<file path="src/rtl/baud_generator.sv">
// baud_generator: USART transmit/receive clock-enable and XCK generator
module baud_generator (
    input  logic        i_fosk,
    input  logic        i_rst_n,
    input  logic [11:0] i_ubrr,
    input  logic        i_we_ubrr,
    input  logic        i_u2x,
    input  logic        i_umsel,
    input  logic        i_ucpol,
    input  logic        i_xck_ddr,
    input  logic        i_xck,
    input  logic        i_TXEN,
    input  logic        i_RXEN,
    output logic        o_txclk,
    output logic        o_rxclk,
    output logic        o_xck,
    output logic        o_xck_oe
);
    logic [11:0] cnt;
    logic [3:0]  presc;
    logic [3:0]  mode_q;
    logic        xck, s1, s2, s3, tx_q, rx_q, en_q;
    logic        en, master, slave, mode_chg, base_tick;
    logic        rise, fall, tx_edge, rx_edge, tx_tick, rx_tick;

    assign en        = i_TXEN | i_RXEN;
    assign master    = i_umsel & i_xck_ddr;
    assign slave     = i_umsel & ~i_xck_ddr;
    // a mode change only counts when enable was already high, so reset or enable never look like one
    assign mode_chg  = en & en_q & (mode_q != {i_umsel, i_xck_ddr, i_ucpol, i_u2x});
    assign base_tick = en & ~mode_chg & ~i_we_ubrr & ~slave & (cnt == '0);
    assign rise      = s2 & ~s3;
    assign fall      = ~s2 & s3;
    assign tx_edge   = i_ucpol ? fall : rise;
    assign rx_edge   = i_ucpol ? rise : fall;
    assign o_txclk   = tx_q & en;
    assign o_rxclk   = rx_q & en;
    assign o_xck     = xck ^ i_ucpol;
    assign o_xck_oe  = master & en;

    // select which event drives each enable; the internal xck rising tick is always the transmit edge
    always_comb begin
        tx_tick = 1'b0;
        rx_tick = 1'b0;
        if (en && !mode_chg) begin
            tx_tick = slave ? tx_edge : master ? (base_tick & ~xck) : (base_tick & (i_u2x ? presc[2:0] == 3'd7 : presc == 4'd15));
            rx_tick = slave ? rx_edge : master ? (base_tick & xck) : base_tick;
        end
    end

    // base divider, oversample prescaler and master XCK toggle
    always_ff @(posedge i_fosk or negedge i_rst_n) begin
        if (!i_rst_n) begin
            cnt   <= '0;
            presc <= '0;
            xck   <= 1'b0;
        end else if (!en) begin
            cnt   <= '0;
            presc <= '0;
            xck   <= 1'b0;
        end else if (i_we_ubrr || mode_chg || slave) begin
            cnt   <= i_ubrr;
            presc <= '0;
            xck   <= xck & ~(mode_chg | slave);
        end else if (cnt == '0) begin
            cnt   <= i_ubrr;
            presc <= presc + 4'd1;
            xck   <= master & ~xck;
        end else begin
            cnt   <= cnt - 12'd1;
        end
    end

    // XCK pin synchroniser, edge-detect flop and mode history
    always_ff @(posedge i_fosk or negedge i_rst_n) begin
        if (!i_rst_n) begin
            s1     <= 1'b0;
            s2     <= 1'b0;
            s3     <= 1'b0;
            en_q   <= 1'b0;
            mode_q <= '0;
        end else begin
            s1     <= i_xck;
            s2     <= s1;
            s3     <= s2;
            en_q   <= en;
            mode_q <= {i_umsel, i_xck_ddr, i_ucpol, i_u2x};
        end
    end

    // registered one-cycle output pulses
    always_ff @(posedge i_fosk or negedge i_rst_n) begin
        if (!i_rst_n) begin
            tx_q <= 1'b0;
            rx_q <= 1'b0;
        end else begin
            tx_q <= tx_tick;
            rx_q <= rx_tick;
        end
    end
endmodule

</file>
<file path="config.mk">
export PLATFORM = sky130hd
export DESIGN_NAME = baud_generator
export DESIGN_NICKNAME = d
export VERILOG_FILES = /design/src/rtl/baud_generator.sv
export SDC_FILE = /design/constraint.sdc
export NUM_CORES = 1
export LEC_CHECK = 0
export ABC_AREA = 1
export CORE_ASPECT_RATIO = 1.2
export CORE_MARGIN = 2
export CORE_UTILIZATION = 45
export CTS_BUF_LIST = sky130_fd_sc_hd__clkbuf_2
export DETAILED_ROUTE_END_ITERATION = 10
export PLACE_DENSITY = 0.71
export SLEW_MARGIN = 20
export SYNTH_ARGS = -nofsm -noshare
export SYNTH_HDL_FRONTEND = slang
export SYNTH_SLANG_ARGS = --single-unit
</file>
<file path="constraint.sdc">
create_clock -name i_fosk -period 3.2 [get_ports i_fosk]
set_input_delay 0.32 -clock i_fosk [delete_from_list [all_inputs] [get_ports i_fosk]]
set_output_delay 0.32 -clock i_fosk [all_outputs]
set_load 0.005 [all_outputs]
</file>
==> results.cfg, run 1 <==
[detailed_routing]
antenna_left = 0
drc = 0
routed_via_density = 4.88
vias = 1352
drt_iter0_markers = 63
routedWlPerCell_microns = 11.0
first_pass_iters = 4
routed_wirelength_microns = 3040

[timing]
min_period_ns = 1.95
finalHoldViolCount = 0
fin_tns_setup_ns = 0
fin_skew_ns = 0.0120
slew_violations = 0
max_slew_margin_pct = 67.8
max_clock_freq_mhz = 512
tightestPinTransition_ns = 0.483
rsz0062_at_grt = false
post-route-period-util_pct = 61.0
fin_ws_ns = 1.25
setup_viol = 0

[logic_synthesis]
netlist_instances = 211
synth.most_common_cell = nand2_1
ys_ff_latch = 27
yosysWarnings = 0
syn-num-nets = 237
synth_area_per_cell_sq_um = 7.99
yosysUniqueCellTypes = 31
synthArstFlopShare_pct = 100
synth.top_cells.by_count = nand2_1, inv_1, nor2_1
synth_top_area_share_pct = 40.1
yosys-top-cells-area = dfrtp_1, nand2_1, inv_1, nor2_1, nand3_1
synth_edf_count = 0
ys.flop_type = dfrtp_1
yosys.area.top_type = dfrtp_1
syn-cell-area_sq_um = 1690
synth_seq_area_share_pct = 40.1

[clock_network]
cts_tree = done
cts_buffer_depth = 2
cts_resized = 0
clkSinkCount = 27
numCtsBuffers = 3
clk_pin_slew_ns = 0.25
h-tree-depth = 1
hold_buffers = 0
cts_root_buf = clkbuf_2
worstSkewPairLatency_ns = 0.36
post_cts_buffers = 0

[final_layout]
fin_nets = 265
n_antenna_cell = 0
syn_to_final_growth_pct = 17.1
post-route-util_pct = 54.8
final_cell_area_sq_um = 1970
drive_gt1_share_pct = 16.0
stdcell_count = 277

[die]
num_io_pins = 26
dieWidth_microns = 59.9
die_height_microns = 71.1
core_area_sq_um = 3600
initial_core_util_pct = 46.8
rows = 24
die_area_sq_um = 4260

[global_route]
grt_pass1_vias = 1307
grt.busiest_layer = met2
grt_use_met2_pct = 27.5
grt_util_met1_pct = 19.3
groute.usage.overall_pct = 15.8
antenna_found_initial = 0
grt_pass1_wl_microns = 5240
grt-ovfl-total = 0
grt_max_degree = 28
grt_util_met3_pct = 2.56

[critical_path]
crit_family = buffers and inverters
cp_num_buf_inv = 2
crit_arrival_ns = 1.63
crit_start = i_RXEN
r2r-start = cnt[0]
worstPathRequired_ns = 2.88
cp_slowest_cell = clkdlybuf4s50_1
path_cells = clkdlybuf4s50_1 -> nor2_1 -> nor2_1 -> clkdlybuf4s50_1
worstSetupEndpointType = output pin
reg2reg_slack_ns = 1.39
crit_path_max_fanout = 7
path_class = input pin to output pin
max_stage_delay_ns = 0.45
start_kind = input pin

[power]
p_leak_nw = 0.992
irDropWorstVdd_uv = 159
p_per_area_nw_per_um2 = 353

[run_status]
outcome = finished, final reports clean

[hold_path]
min_path_type = input pin to async pin

[placement]
port-buffer-count = 25
gp_congestion = 0.782
placed_area_sq_um = 1950
dp_slack_ns = 1.04
dp_hpwl_microns = 2310
dp_cells = 273

[job]
drv_cap = 0
-- final cells by class --
type,count,area (sq um)
Sequential cell,27,676
Tap cell,39,48.8
Clock buffer,3,15.0
Clock inverter,1,5.00
Timing Repair Buffer,26,258
Fill cell,360,1630
Inverter,33,124
Multi-Input combinational cell,148,848
-- cells in the final DEF, fill, tap and decap left out, types with 4 or more instances in the layout --
cell and count:
nand2_1 41, xor2_1 9, inv_1 31, ha_1 4, nand2_2 7, nor2_1 31
nor2_2 5, clkdlybuf4s50_1 25, a21oi_2 8, nand3_1 17, dfrtp_1 27
-- where the power goes --
group,internal [W],switching [W]
Sequential,0.000365,0.0000221
Clock,0.0000283,0.0000988
Combinational,0.0000790,0.000103
Total,0.000473,0.000224
-- through the flow --
step | hold WS, ns | total power (W)
global placement | 0.332 | 0.000575
floorplan | 0.0244 | 0.000516
global route | 0.289 | 0.000743
finish | 0.291 | 0.000697
CTS | 0.282 | 0.000709
detailed placement | 0.336 | 0.000577
-- metal layers --
layer | share of wire (%) | up-vias
met2 | 50 | 26
met3 | 4.2 | 7
met4 | 1.9 | 0
met5 | 0 | -
met1 | 44 | 612
li1 | - | 707
-- path summary, 6_finish.rpt --
| check | end | cells after the start |
|---|---|---|
| min reg2reg | s2 | 0 |
| max | o_xck_oe | 4 |
| min | cnt[5] | 2 |
| max reg2reg | cnt[0] | 8 |
| min in group i_fosk | s1 | 1 |
| max in group asynchronous | rx_q | 2 |
-- sequential cells by signal, indices dropped and copies added (netlist names) --
name,flops
cnt,12
en_q,1
mode_q,4
presc,4
rx_q,1
s1,1
s2,1
s3,1
tx_q,1
xck,1
-- cells by family after synthesis --
kind of cell	count (synthesis)	share of synthesized area (%)
xor gates and xnor gates	10	5.19
muxes	1	0.593
and+or+nand+nor	118	34.7
buffers and inverters	36	9.64
AOI/OAI and AO/OA	15	6.83
DFF	27	40.1
adders and majority gates	4	2.97
-- worst reg2reg max path: stages, from the launching register on --
cell and delay [ns]:
dfrtp_1 0.44, inv_1 0.12, ha_1 0.23, nand4_2 0.14
nor2_4 0.21, nand3b_2 0.38, nand2_1 0.10, nand2_1 0.07
a21oi_1 0.05
(Power assumes the default switching activity.)
==> run 2, diff against run 1 <==
--- a/config.mk
+++ b/config.mk
@@ -11,7 +11,7 @@
 export CORE_UTILIZATION = 45
 export CTS_BUF_LIST = sky130_fd_sc_hd__clkbuf_2
 export DETAILED_ROUTE_END_ITERATION = 10
-export PLACE_DENSITY = 0.71
+export PLACE_DENSITY = 0.73
 export SLEW_MARGIN = 20
 export SYNTH_ARGS = -nofsm -noshare
 export SYNTH_HDL_FRONTEND = slang
==> constraint.sdc (replaced) <==
create_clock -name i_fosk -period 1.7 [get_ports i_fosk]
set_input_delay 0.17 -clock i_fosk [delete_from_list [all_inputs] [get_ports i_fosk]]
set_output_delay 0.17 -clock i_fosk [all_outputs]
set_load 0.005 [all_outputs]
==> results.cfg, run 2 (synthesis results as in run 1) <==
[critical_path]
worstPathRequired_ns = 2.00
worstSetupEndpointType = flop
max_stage_delay_ns = 0.44
crit_arrival_ns = 1.91
crit_path_max_fanout = 5
path_cells = inv_2 -> ha_2 -> nand4_2 -> nor2_4 -> nand3b_4 -> clkbuf_16 -> nand2_2 -> nand2_1 -> a21oi_2
start_kind = flop
cp_slowest_cell = dfrtp_1
path_class = flop to flop

[die]
core_area_sq_um = 3600
dieWidth_microns = 59.9
die_area_sq_um = 4260
rows = 24
die_height_microns = 71.1
initial_core_util_pct = 46.8
num_io_pins = 26

[power]
power.switching_w = 0.000442
clkPwrFrac_pct = 18.1
p_per_area_nw_per_um2 = 636
irDropWorstVdd_uv = 401
power_frac_comb_pct = 29.4
switching_share_pct = 31.7
p_int_w = 0.000952
p_leak_nw = 1.15
p_seq_share_pct = 52.5

[hold_path]
min_path_type = input pin to flop

[detailed_routing]
antenna_left = 0
vias = 1437
routedWlPerCell_microns = 11.1
drt_iter0_markers = 36
routed_via_density = 4.84
routed_wirelength_microns = 3290
drc = 0
first_pass_iters = 4

[final_layout]
post-route-util_pct = 60.8
largest_registers = cnt x12, mode_q x4, presc x4
drive_gt1_share_pct = 24.0
fin_nets = 285
syn_to_final_growth_pct = 30.0
layout_commonest_cell = nand2_1
largest_register = cnt
largest_register_ffs = 12
stdcell_count = 297
mostFrequentLayoutCells = nand2_1, nor2_1, inv_1
n_antenna_cell = 0
nFillCells = 320

[timing]
finalHoldViolCount = 0
fin_tns_setup_ns = 0
max_slew_margin_pct = 70.1
min_period_ns = 1.61
post-route-period-util_pct = 94.7
max_clock_freq_mhz = 621
whs_ns = 0.0949
tightestPinTransition_ns = 0.444
setup_viol = 0
fin_skew_ns = 0.00302
rsz0062_at_grt = false
slew_violations = 0

[clock_network]
cts_root_buf = clkbuf_2
clkSinkCount = 27
clk_pin_slew_ns = 0.24
numCtsBuffers = 3
cts_tree = done
worstSkewPairLatency_ns = 0.36
cts_buffer_depth = 2
h-tree-depth = 1

[global_route]
grt_pass1_wl_microns = 5460
grt_pass1_vias = 1373
grt_use_met2_pct = 32.6
grt.busiest_layer = met2
grt_util_met1_pct = 17.1
grt_max_degree = 28
antenna_found_initial = 0
grt_util_met3_pct = 2.38
groute.usage.overall_pct = 16.7
grt-ovfl-total = 0

[placement]
port-buffer-count = 25
gp_congestion = 0.819
dp_hpwl_microns = 2500
dp_cells = 289

[run_status]
outcome = finished, final reports clean

[job]
drv_cap = 0
[run 2: path summary, 6_finish.rpt]
check                       endpoint  cells after the start  startpoint  slack [ns]
hold reg to reg                   s2                      0          s1        0.39
setup reg to reg              cnt[6]                      9      cnt[1]        0.09
min in group asynchronous         s3                      2     i_rst_n        0.14
setup / recovery              cnt[6]                      9      cnt[1]        0.09
hold / removal             mode_q[2]                      2   i_xck_ddr        0.09
max in group asynchronous     cnt[3]                      2     i_rst_n        1.30
[run 2: power groups by stage]
stage / registers [W] / clock network (W) / logic [W]
2_1_floorplan: 0.000732 / 0 / 0.000239
3_3_place_gp: 0.000739 / 0 / 0.000387
3_5_place_dp: 0.000741 / 0 / 0.000392
4_1_cts: 0.000728 / 0.000262 / 0.000399
5_1_grt: 0.000738 / 0.000280 / 0.000459
6_report: 0.000731 / 0.000253 / 0.000410
[run 2: what timing repair did]
item	in CTS	in global routing
cloned	0	1
buffers inserted	1	2
endpoints found under the setup margin	1	12
pin swaps	0	1
gates resized for setup	0	9
hold buffers	0	0
[run 2: per-stage QoR]
| step | setup slack [ns] | instance area (sq um) | power (W) |
|---|---|---|---|
| after floorplan | 0.175 | 1690 | 0.000970 |
| after global placement | -0.0238 | 2100 | 0.00113 |
| after detailed placement | -0.0586 | 2100 | 0.00113 |
| after CTS | 0.0433 | 2130 | 0.00139 |
| after global routing | 0.00761 | 2190 | 0.00148 |
| final | 0.0900 | 2190 | 0.00139 |
[run 2: final cells by class]
cell class,count,area (sq um),share of cell area (%)
clock buffers,4,20.0,0.913
well taps,39,48.8,2.23
inverters,33,124,5.65
flip-flops and latches,27,677,30.9
repair buffers,46,458,20.9
multi-input cells,148,865,39.4
[run 2: critical path: cells and delay by family (launching register included)]
kind / cells / cell delay, ns
compound gates: 1 / 0.03
fa+ha+maj: 1 / 0.19
buf+inv: 2 / 0.24
flops: 1 / 0.44
simple gates: 5 / 0.65
[run 2: metal layers]
layer,vias up,share of wire [%]
met5,-,0
met4,0,1.5
met3,5,3.7
met2,31,54
met1,656,40
li1,745,-
